===== config.mk =====
export PLATFORM = sky130hd
export DESIGN_NAME = coherence_bus_ctrl
export DESIGN_NICKNAME = d
export VERILOG_FILES = /design/src/rtl/cpu_types_pkg.sv /design/src/rtl/rr_arbiter2.sv /design/src/rtl/coherence_bus_ctrl.sv
export SDC_FILE = /design/constraint.sdc
export NUM_CORES = 1
export LEC_CHECK = 0
export ABC_AREA = 1
export CELL_PAD_IN_SITES_DETAIL_PLACEMENT = 0
export CELL_PAD_IN_SITES_GLOBAL_PLACEMENT = 2
export CORE_MARGIN = 1
export CORE_UTILIZATION = 10
export DETAILED_ROUTE_END_ITERATION = 7
export HOLD_SLACK_MARGIN = 0.03
export PLACE_DENSITY = 0.81
export SLEW_MARGIN = 15
export SYNTH_ARGS = -nofsm -noshare
export SYNTH_HDL_FRONTEND = slang
export SYNTH_SLANG_ARGS = --single-unit

===== constraint.sdc =====
create_clock -name CLK -period 1.6 [get_ports CLK]
set_clock_uncertainty 0.15 [all_clocks]
set_input_delay 0.32 -clock CLK [delete_from_list [all_inputs] [get_ports CLK]]
set_output_delay 0.32 -clock CLK [all_outputs]
set_load 0.005 [all_outputs]

===== src/rtl/cpu_types_pkg.sv =====
// Shared types for the two-core memory/coherence path: RAM handshake,
// controller states and the request classes the arbiter reports.
package cpu_types_pkg;

  localparam int CPUS = 2;

  typedef logic [31:0] word_t;

  typedef enum logic [1:0] {FREE, BUSY, ACCESS, ERROR} ramstate_t;

  typedef enum logic [2:0] {IDLE, DWB, IFETCH, SNOOP, FWD1, FWD2, LD1, LD2} ccstate_t;

  typedef enum logic [1:0] {CLS_NONE, CLS_WB, CLS_CC, CLS_IF} reqclass_t;

endpackage


===== src/rtl/rr_arbiter2.sv =====
// Two-core arbiter: highest non-empty request class wins, and a tie inside
// that class goes to the core that was not served last.
module rr_arbiter2
  import cpu_types_pkg::*;
(
  input  logic [1:0] wb_req,
  input  logic [1:0] cc_req,
  input  logic [1:0] if_req,
  input  logic       rr,
  output logic       grant,
  output reqclass_t  req_class
);

  function automatic logic pick(input logic [1:0] v, input logic last);
    return (v == 2'b11) ? ~last : v[1];
  endfunction

  always_comb begin
    req_class = CLS_NONE;
    grant     = 1'b0;
    if (|wb_req) begin
      req_class = CLS_WB;
      grant     = pick(wb_req, rr);
    end else if (|cc_req) begin
      req_class = CLS_CC;
      grant     = pick(cc_req, rr);
    end else if (|if_req) begin
      req_class = CLS_IF;
      grant     = pick(if_req, rr);
    end
  end

endmodule


===== src/rtl/coherence_bus_ctrl.sv =====
// Memory and coherence controller for two cores: arbitrates single-word RAM
// accesses and runs the snoop / cache-to-cache forward sequence on dcache misses.
module coherence_bus_ctrl
  import cpu_types_pkg::*;
#(
  parameter int CPUS = 2
)
(
  input  logic                  CLK,
  input  logic                  RST,
  input  logic  [CPUS-1:0]      iREN,
  input  word_t [CPUS-1:0]      iaddr,
  output word_t [CPUS-1:0]      iload,
  output logic  [CPUS-1:0]      iwait,
  input  logic  [CPUS-1:0]      dREN,
  input  logic  [CPUS-1:0]      dWEN,
  input  word_t [CPUS-1:0]      daddr,
  input  word_t [CPUS-1:0]      dstore,
  output word_t [CPUS-1:0]      dload,
  output logic  [CPUS-1:0]      dwait,
  input  logic  [CPUS-1:0]      cctrans,
  input  logic  [CPUS-1:0]      ccwrite,
  output logic  [CPUS-1:0]      ccwait,
  output logic  [CPUS-1:0]      ccinv,
  output word_t [CPUS-1:0]      ccsnoopaddr,
  output logic                  ramREN,
  output logic                  ramWEN,
  output word_t                 ramaddr,
  output word_t                 ramstore,
  input  word_t                 ramload,
  input  ramstate_t             ramstate
);

  ccstate_t  state;
  logic      req;
  logic      rr;
  logic      o;
  logic      access;
  logic      snoop_blocked;
  logic      grant;
  reqclass_t req_class;

  assign o      = ~req;
  assign access = (ramstate == ACCESS);
  // A core that is itself making a coherent miss cannot answer a snoop.
  assign snoop_blocked = cctrans[o] & dREN[o];

  rr_arbiter2 u_arb (
    .wb_req    (dWEN & ~cctrans),
    .cc_req    (cctrans & dREN),
    .if_req    (iREN),
    .rr        (rr),
    .grant     (grant),
    .req_class (req_class)
  );

  always_ff @(posedge CLK or posedge RST) begin
    if (RST) begin
      state <= IDLE;
      req   <= 1'b0;
      rr    <= 1'b0;
    end else begin
      case (state)
        IDLE: begin
          req <= grant;
          case (req_class)
            CLS_WB:  state <= DWB;
            CLS_CC:  state <= SNOOP;
            CLS_IF:  state <= IFETCH;
            default: state <= IDLE;
          endcase
        end
        DWB: begin
          if (!dWEN[req]) state <= IDLE;
          else if (access) begin
            rr    <= req;
            state <= IDLE;
          end
        end
        IFETCH: begin
          if (!iREN[req]) state <= IDLE;
          else if (access) begin
            rr    <= req;
            state <= IDLE;
          end
        end
        SNOOP: begin
          if (!(cctrans[req] && dREN[req])) state <= IDLE;
          else if (cctrans[o]) state <= (!snoop_blocked && ccwrite[o]) ? FWD1 : LD1;
        end
        FWD1: if (access) state <= FWD2;
        LD1:  if (access) state <= LD2;
        FWD2, LD2: begin
          if (access) begin
            rr    <= req;
            state <= IDLE;
          end
        end
        default: state <= IDLE;
      endcase
    end
  end

  // Outputs fall back to their idle values whenever reset is high.
  always_comb begin
    iwait       = '1;
    dwait       = '1;
    ccwait      = '0;
    ccinv       = '0;
    iload       = '0;
    dload       = '0;
    ccsnoopaddr = '0;
    ramREN      = 1'b0;
    ramWEN      = 1'b0;
    ramaddr     = '0;
    ramstore    = '0;
    if (!RST) begin
      case (state)
        DWB: begin
          ramWEN   = dWEN[req];
          ramaddr  = daddr[req];
          ramstore = dstore[req];
          if (dWEN[req] && access) dwait[req] = 1'b0;
        end
        IFETCH: begin
          ramREN     = iREN[req];
          ramaddr    = iaddr[req];
          iload[req] = ramload;
          if (iREN[req] && access) iwait[req] = 1'b0;
        end
        SNOOP: begin
          ccwait[o]      = ~snoop_blocked;
          ccinv[o]       = ~snoop_blocked & ccwrite[req];
          ccsnoopaddr[o] = daddr[req];
        end
        FWD1, FWD2: begin
          ccwait[o]  = 1'b1;
          ramWEN     = 1'b1;
          ramaddr    = daddr[o];
          ramstore   = dstore[o];
          dload[req] = dstore[o];
          if (access) begin
            dwait[req] = 1'b0;
            dwait[o]   = 1'b0;
          end
        end
        LD1, LD2: begin
          ramREN     = 1'b1;
          ramaddr    = daddr[req];
          dload[req] = ramload;
          if (access) dwait[req] = 1'b0;
        end
        default: ;
      endcase
    end
  end

endmodule


**After elaboration in Yosys (flattened, before gate mapping)**

Cells that the tools add are included.

- Logic and storage cells: 143
- Bits of input ports: 238
- Output and inout port bits: 266
- Register bits: 5

- Bitwise gates (word level): 16
- Magnitude comparators: 4
- Mux-type cells: 83
- Eq/ne operators: 19
- Reductions and logical operators: 18

Operators by type and width:

| cell | number |
|---|---|
| two-way mux 32 bit | 14 |
| two-way mux 64 bit | 5 |
| AND 64 bit | 3 |
| case mux 64 bit (2 select lines) | 1 |
| case mux 32 bit (3 select lines) | 1 |
| demux 32 bit (select 1 bit) | 2 |
| case mux 32 bit (2 select lines) | 1 |
| two-way mux 1 bit | 29 |
| two-way mux 2 bit | 14 |
| two-way mux 3 bit | 7 |
| case mux 3 bit (7 select lines) | 1 |
| equality test 2 bit (second input constant) | 6 |
| equality test 3 bit (second input constant) | 4 |
| case mux 2 bit (3 select lines) | 2 |
| OR reduction 2 bit | 6 |
| AND 2 bit | 5 |
| inequality test 2 bit (second input constant) | 4 |
| equality test 3 x 2 -> 1 bit (second input constant) | 2 |
| logical AND 1 bit | 6 |
| inverter 2 bit | 3 |
| AND reduction 3 bit | 2 |
| less-than comparator 1 x 2 -> 1 bit (second input constant) | 2 |
| case mux 1 bit (2 select lines) | 2 |
| case mux 2 bit (2 select lines) | 1 |
| other kinds (12) | 17 |

**Depth between registers and ports, before layout**

Gate-level depths: netlist (run 1).

- Depth in word-level cells: 10
- Depth in mapped cells: 11
- Gate-level depth less buffers: 9

**Modules after synthesis**

Synthesis (run 1) repeated with hierarchy kept, for this count alone.

- Cell total of the unflattened synthesis: 1142
- Area total of the unflattened synthesis: 5129.9 um^2

Modules (own cells, without submodules):

| module | times used | sequential area each (um^2) | area each (um^2) | cells each |
|---|---|---|---|---|
| coherence_bus_ctrl | 1 | 125.1 | 5051.1 | 1125 |
| rr_arbiter2 | 1 | 0.0 | 78.8 | 17 |

**Least setup slack after synthesis (run 1)**

OpenSTA, ideal clock, no wires.

- Path type: reg-to-output
- Start point: register req
- End point: output ramstore[29]
- Setup slack: -203 ps
- Data required time: 1130 ps
- Buffers on the path: 3
- Data arrival time: 1333 ps
- Stages on the path, launching flop included: 7
- Path through: dfrtp_1 buf_4 inv_2 buf_2 buf_2 nand3_1 a31oi_1

- Word-level cells in the longest chain between the ends: 4
- Elaborated cells on any way between the ends: 6
- Classes of those cells: mux: 6

RTL lines:

| item | RTL line | text |
|---|---|---|
| from (decl) | coherence_bus_ctrl.sv:35 | `logic req;` |
| from (signal assigned) | coherence_bus_ctrl.sv:65 | `req <= grant;` |
| two-way mux 32 bit (on tied branches) (2 in a row) | coherence_bus_ctrl.sv:140, coherence_bus_ctrl.sv:122 |  |
| case mux 32 bit (2 select lines) * | coherence_bus_ctrl.sv:118 | `case (state)` |
| two-way mux 32 bit * | coherence_bus_ctrl.sv:117 | `if (!RST) begin` |
| to (decl) | coherence_bus_ctrl.sv:29 | `output word_t ramstore,` |

Mark *: on every way between the ends. The rest lies on a longest branch, timed or not. The select of a mux whose other input is x is not followed.

**Worst setup path after layout (run 1)**

- Start point: register req
- End point: output ramstore[0]

Same word-level chain as after synthesis.

==> results of run 1 <==
==> logic make-up (layout without fill, tap and decap cells) <==
| logic type | count (synthesis) | in the layout | synth area share [%] |
|---|---|---|---|
| buffers and inverters | 187 | 1072 | 16.2 |
| AOI/OAI and AO/OA | 243 | 243 | 25.5 |
| and+or+nand+nor | 687 | 688 | 55.8 |
| other | 0 | 2 | 0 |
| DFF | 5 | 5 | 2.46 |
==> metrics by stage <==
stage	hold WS, ns	instances	total power, W	util, %	area (sq um)
floorplan	0.179	1122	0.00673	-	5980
global placement	0.363	2423	0.0129	26.1	13100
detailed placement	0.371	2423	0.0129	26.1	13100
CTS	0.262	2548	0.0171	29.9	15000
global route	0.373	2682	0.0250	36.7	18400
finish	0.345	2682	0.0237	36.7	18400
==> critical path: stages, from the launching register on <==
cell and delay [ns]:
dfrtp_4 0.56, buf_6 0.15, buf_12 0.14, nor2_8 0.14, buf_12 0.12, buf_12 0.13
buf_12 0.11, nand2_8 0.04, buf_6 0.12, a31oi_4 0.23, buf_12 0.15
==> flip-flops by register name (all words and copies together), names as in the netlist <==
| name | cells |
|---|---|
| rr | 1 |
| state | 3 |
| req | 1 |
==> path summary, 6_finish.rpt <==
check	start	end	depth (start not counted)
worst min-delay path	RST	rr	3
max in group asynchronous	RST	req	3
worst max register to register	req	state[0]	13
min in group CLK	rr	rr	2
worst min register to register	rr	rr	2
worst max-delay path	req	ramstore[0]	10
==> power by group through the flow <==
stage / registers (W) / logic [W] / clock network [W]
CTS: 0.000326 / 0.0164 / 0.000431
global route: 0.000348 / 0.0242 / 0.000443
detailed placement: 0.000304 / 0.0126 / 0
global placement: 0.000300 / 0.0126 / 0
finish: 0.000343 / 0.0229 / 0.000433
floorplan: 0.000254 / 0.00648 / 0
==> cells in the final DEF (no fill, tap or decap), types with 4 or more instances in the layout <==
cell             count
clkbuf_2            28
dlymetal6s2s_1      13
nand2_8             11
nor3_1              17
a31oi_4             14
nor2_4              55
o22ai_4              7
o21ai_0             13
nor2_1              61
buf_4              197
nand2_2             40
nand3_1             37
o21ai_2             29
inv_1               76
clkbuf_16           16
nand3_2             17
nand3_4              8
buf_6              173
o21ai_1             21
a31oi_1             14
a21oi_1             45
nor2_2              28
nand2_4             67
nor3_4              45
clkinv_8             4
buf_2              196
buf_16              13
o21ai_4             11
a21oi_2             58
nor3_2              39
clkdlybuf4s50_1    236
o22ai_2             20
buf_8               39
buf_12              62
nand2_1            258
==> layout make-up <==
| type | instances | share of cell area [%] |
|---|---|---|
| inverter | 89 | 2.38 |
| tap | 672 | 4.56 |
| clock buffer | 4 | 0.428 |
| sequential | 5 | 0.713 |
| timing repair buffer | 978 | 52.7 |
| timing repair inverter | 1 | 0.0883 |
| multi-input combinational | 931 | 39.1 |
| antenna | 2 | 0.0272 |
==> repair_timing <==
action                                  4_1_cts  5_1_grt
gates resized for setup                    1018      914
setup buffers                               105      150
pin swaps                                    56      176
cloned                                       18       16
endpoints found under the setup margin      270      270
==> per-layer routing <==
metal	vias up	wire length, um
met5	-	28
met3	81	4130
met4	4	2080
li1	5498	-
met2	511	27600
met1	5516	20900
==> summary.md, run 1 <==
| Metric | Value |
|---|---|
| Main synth FF type | `dfrtp_1` |
| Die W | `~230 um` |
| Layout area overhead | `262%` |
| Worst-path maximum fanout | `6` |
| Clk pin slew, worst setup/hold paths | `~0.040 ns` |
| Synth Net Count | `1,360` |
| Status | `complete, but fails checks` |
| Critical path class | `register to output pin` |
| CP arrival | `2.16 ns` |
| Fill count | `5,189` |
| Worst setup EP type | `output pin` |
| Die Y | `228 um` |
| Fin worst setup slack | `-1.03 ns` |
| Distinct cells, synth | `26` |
| Final setup violating endpoints | `270` |
| Worst Tran Pin Value | `between 0.4 and 0.5 ns` |
| Worst slack at placement | `-1.15 ns` |
| Yosys warnings | `0` |
| Total Wirelength | `roughly 55,000 um` |
| First-pass GRT wire length | `68,400 um` |
| Routed WL per cell | `approximately 20 um` |
| GR Layer Usage met2 | `32.5%` |
| Yosys top cell area share | `between 20% and 30%` |
| Mapped cell area | `about 5100 sq um` |
| Clock buffer depth | `2` |
| Top-count cell post-synth | `nand2_1` |
| RSZ-0062 raised after global routing | `yes` |
| # clock sinks | `5` |
| GR Util All Layers | `17.8%` |
| Peak Freq | `380 MHz` |
| Core area | `50,200 sq um` |
| Final Hold Vio Count | `0` |
| Syn Area/Cell | `4.54 sq um` |
| Max VDD drop | `0.540 mV` |
| Setup TNS | `-207.17 ns` |
| Met3 usage | `3.85%` |
| Global Route met1 Usage | `20.2%` |
| Final GP Congestion | `about 0.85` |
| DRT Pass-1 Iters | `5` |
| Cts hold-fix bufs | `0` |
| Initial Util | `approximately 10%` |
| Register area share after synthesis | `2.46%` |
| Sw Share | `a little under 50%` |
| Dpl hpwl | `~35,000 um` |
| DRT iter0 DRCs | `around 530` |
| Failing checks | `negative setup slack` |
| Startpoint types | `register` |
| Pwr per Cell Area | `1290 nW/um^2` |
| Final clock period utilization by the worst path | `165%` |
| Total global routing overflow | `0` |
| Latest clock arrival within the worst-skew pair | `~0.23 ns` |
| CTS tree | `built` |
| Dominant cell type by area after synthesis | `nand2_1` |
| Footprint of the multi-input gates | `7200 sq um` |
| IO Pins | `504` |
| Clk pwr share | `approximately 1.8%` |
| H-tree Lvls | `1` |
| Commonest cells post-synth | `nand2_1, nor2_1, a21oi_1` |
| Share of layout cells above drive strength 1 | `59.9%` |
| Die Footprint | `51,800 sq um` |
| Top cells by area, synth | `nand2_1, a21oi_1, nor2_1` |
| Sw power | `0.0115 W` |
| # DRC | `0` |
| #FFs+latches synth | `5` |
| Vias | `11.6k` |
| Port bufs | `503` |
| Critical Path RT | `1.13 ns` |
| Leak | `8.59 nW` |
| Gr busiest metal | `met2` |
| Int Power | `0.0122 W` |
| Antenna violations before repair | `5` |
| Syn Inst Count | `1,122` |
| DRT antenna net count | `0` |
| Pin count of the biggest net entering global routing | `36` |
| Vias per cell | `4.33` |
| Worst slew margin | `around two thirds` |
| Async S/R FF share, synth | `100%` |
| Sequential share of power | `1.4%` |
| HP Class | `primary input to asynchronous set/reset pin` |
| Post-synth EDFFs | `0` |
| Total CTS buffers | `3` |
| Combinational power share | `96.7%` |
| Number of global-route vias before repair | `around 11k` |
| Final nets | `2,247` |
| Row count | `82` |
| Seq. cell area | `roughly 130 sq um` |
| Max_cap viols | `0` |
| Final min period | `2.63 ns` |
| Root Driver | `clkbuf_16` |
| FF-to-FF setup slack | `-0.42 ns` |
| Slew Viols, Final | `0` |
Power figures use the tool's default switching activity.
==> inputs of run 2 (changes only) <==
- clock period: 1.6 -> 2.3 ns (I/O delays scaled with it)
==> summary.md, run 2 (synthesis gave the netlist of run 1 again) <==
| Metric | Value |
|---|---|
| Antenna violations before repair | `0 (-5)` |
| Die Y | `228 um (unchanged)` |
| Routed WL per cell | `19.5 um (-4.4%)` |
| Post-DP Area | `12,000 sq um (-8.2%)` |
| Final GP Congestion | `0.826 (-3.1%)` |
| DRT iter0 DRCs | `553 (+3.8%)` |
| Pin count of the biggest net entering global routing | `39 (+8.3%)` |
| Footprint of the multi-input gates | `6280 sq um (-13%)` |
| Total Wirelength | `50,000 um (-8.7%)` |
| Fill count | `5,337 (+2.9%)` |
| Critical path's slowest cell | `dfrtp_2` |
| GR Util All Layers | `15.5% (-2.3 points)` |
| Worst Tran Pin Value | `0.318 ns (-0.161 ns)` |
| Pwr per Cell Area | `894 nW/um^2 (-31%)` |
| Slew Viols, Final | `0 (unchanged)` |
| Final Hold Vio Count | `0 (unchanged)` |
| Root Driver | `clkbuf_16` |
| Peak Freq | `386 MHz` |
| Post-route insts no fill | `2,559 (-4.6%)` |
| Vias | `11.1k (-4.7%)` |
| CP Cell Sequence | `nor2_4, inv_4, nor2_4, buf_12, buf_4, buf_16, nand2_2, a31oi_1, buf_2` |
| Cts hold-fix bufs | `0 (unchanged)` |
| Startpoint types | `register` |
| Share of layout cells above drive strength 1 | `51.1% (-8.8 points)` |
| Final clock period utilization by the worst path | `113%` |
| Total CTS buffers | `3 (unchanged)` |
| First-pass GRT wire length | `61,000 um (-11%)` |
| Initial Util | `10.1% (unchanged)` |
| Failing checks | `negative setup slack` |
| # DRC | `0 (unchanged)` |
| Total global routing overflow | `0 (unchanged)` |
| Die Footprint | `51,800 sq um (unchanged)` |
| Leak | `7.87 nW (-8.4%)` |
| Final Instance Area | `16,200 sq um (-12%)` |
| Row count | `82 (unchanged)` |
| Most frequent cells in the layout | `nand2_1, clkdlybuf4s50_1, buf_2` |
| Core area | `50,200 sq um (unchanged)` |
| Antenna diodes | `0 (-2)` |
| IO Pins | `504 (unchanged)` |
| Final setup violating endpoints | `241 (-11%)` |
| Cell family contributing the most delay on the critical path | `buffers and inverters` |
| CP max stage delay | `0.44 ns (-0.12 ns)` |
| Max VDD drop | `0.421 mV (-22%)` |
| Final min period | `about 2.6 ns` |
| Most common cell after layout, fill and taps aside | `nand2_1` |
| Worst-path maximum fanout | `8 (+2)` |
| Fin worst setup slack | `-0.288 ns (+0.746 ns)` |
| Layout area overhead | `218%` |
| # clock sinks | `5 (unchanged)` |
| Vias per cell | `4.32 (-0.13%)` |
| H-tree Lvls | `1 (unchanged)` |
| Worst slack at placement | `-0.697 ns (+0.454 ns)` |
| Final nets | `2,126 (-5.4%)` |
| Status | `complete, but fails checks` |
| CP arrival | `1.98 ns (-0.18 ns)` |
| CP bufs+invs | `5 (-2)` |
| Max_cap viols | `0 (unchanged)` |
| Critical path class | `register to output pin` |
| Worst slew margin | `78.6% (+11 points)` |
| Critical Path RT | `1.69 ns (+0.56 ns)` |
| Biggest registers after layout | `state x3, req x1, rr x1` |
| Clk pin slew, worst setup/hold paths | `0.03 ns (about the same)` |
| Dpl hpwl | `30,900 um (-12%)` |
| RSZ-0062 raised after global routing | `yes` |
| HP Class | `primary input to asynchronous set/reset pin` |
| DRT Pass-1 Iters | `5 (unchanged)` |
| Die W | `228 um (unchanged)` |
| Number of global-route vias before repair | `9,463 (-13%)` |
| Latest clock arrival within the worst-skew pair | `0.23 ns (about the same)` |
| Max reg flops | `3 (unchanged)` |
| Clock buffer depth | `2 (unchanged)` |
| Placed cells | `2,369 (-2.2%)` |
| Port bufs | `503 (unchanged)` |
| Seq. cell area | `130 sq um (-0.95%)` |
| CTS tree | `built` |
| Total power | `0.0145 W (-39%)` |
| DRT antenna net count | `0 (unchanged)` |
| Worst setup EP type | `output pin` |
| Crit path top cell by count | `nor2_4` |
| Top reg by flops | `state` |
[run 2: path summary, 6_finish.rpt]
check / slack (ns) / depth (start not counted) / start / endpoint
min in group CLK: 0.41 / 2 / rr / rr
worst max-delay path: -0.29 / 9 / state[1] / ramstore[2]
worst max register to register: 0.26 / 11 / req / rr
worst min register to register: 0.41 / 2 / rr / rr
max in group asynchronous: 1.56 / 3 / RST / req
worst min-delay path: 0.32 / 3 / RST / state[2]
[run 2: final cells by class]
type,count,share of cell area [%]
Inverter,89,2.56
Clock buffer,4,0.488
Multi-Input combinational cell,930,38.9
Timing Repair Buffer,858,52.0
Sequential cell,5,0.805
Timing Repair inverter,1,0.0542
Tap cell,672,5.20
[run 2: repair_timing]
item,in CTS,in global routing
buffers inserted,38,119
setup endpoints to repair,266,266
pin swaps,31,143
endpoints found under the hold margin,0,0
cloned,14,30
resized for setup,456,1060
[run 2: power breakdown]
group,switching [W],internal [W]
clock network,0.0000633,0.000230
logic,0.00704,0.00691
registers,0.0000709,0.000138
[run 2: worst min-delay path: stages]
cell and delay [ns]:
buf_4 0.17, inv_2 0.20, buf_4 0.19
[run 2: per-stage QoR]
| stage | TNS, ns | utilization (%) | hold slack [ns] |
|---|---|---|---|
| 2_1_floorplan | 0 | - | 0.289 |
| 3_3_place_gp | -50.89 | 24.0 | 0.360 |
| 3_5_place_dp | -52.10 | 24.0 | 0.377 |
| 4_1_cts | -92.19 | 26.3 | 0.242 |
| 5_1_grt | -50.88 | 32.2 | 0.329 |
| 6_report | -31.63 | 32.2 | 0.316 |
[run 2: routing by layer]
metal | vias up | routed length [um] | global-route usage (%)
li1 | 5247 | - | -
met1 | 5381 | 21400 | 20.0
met2 | 380 | 25000 | 27.8
met3 | 55 | 2650 | 1.85
met4 | 0 | 879 | 2.51
met5 | - | 0 | 0
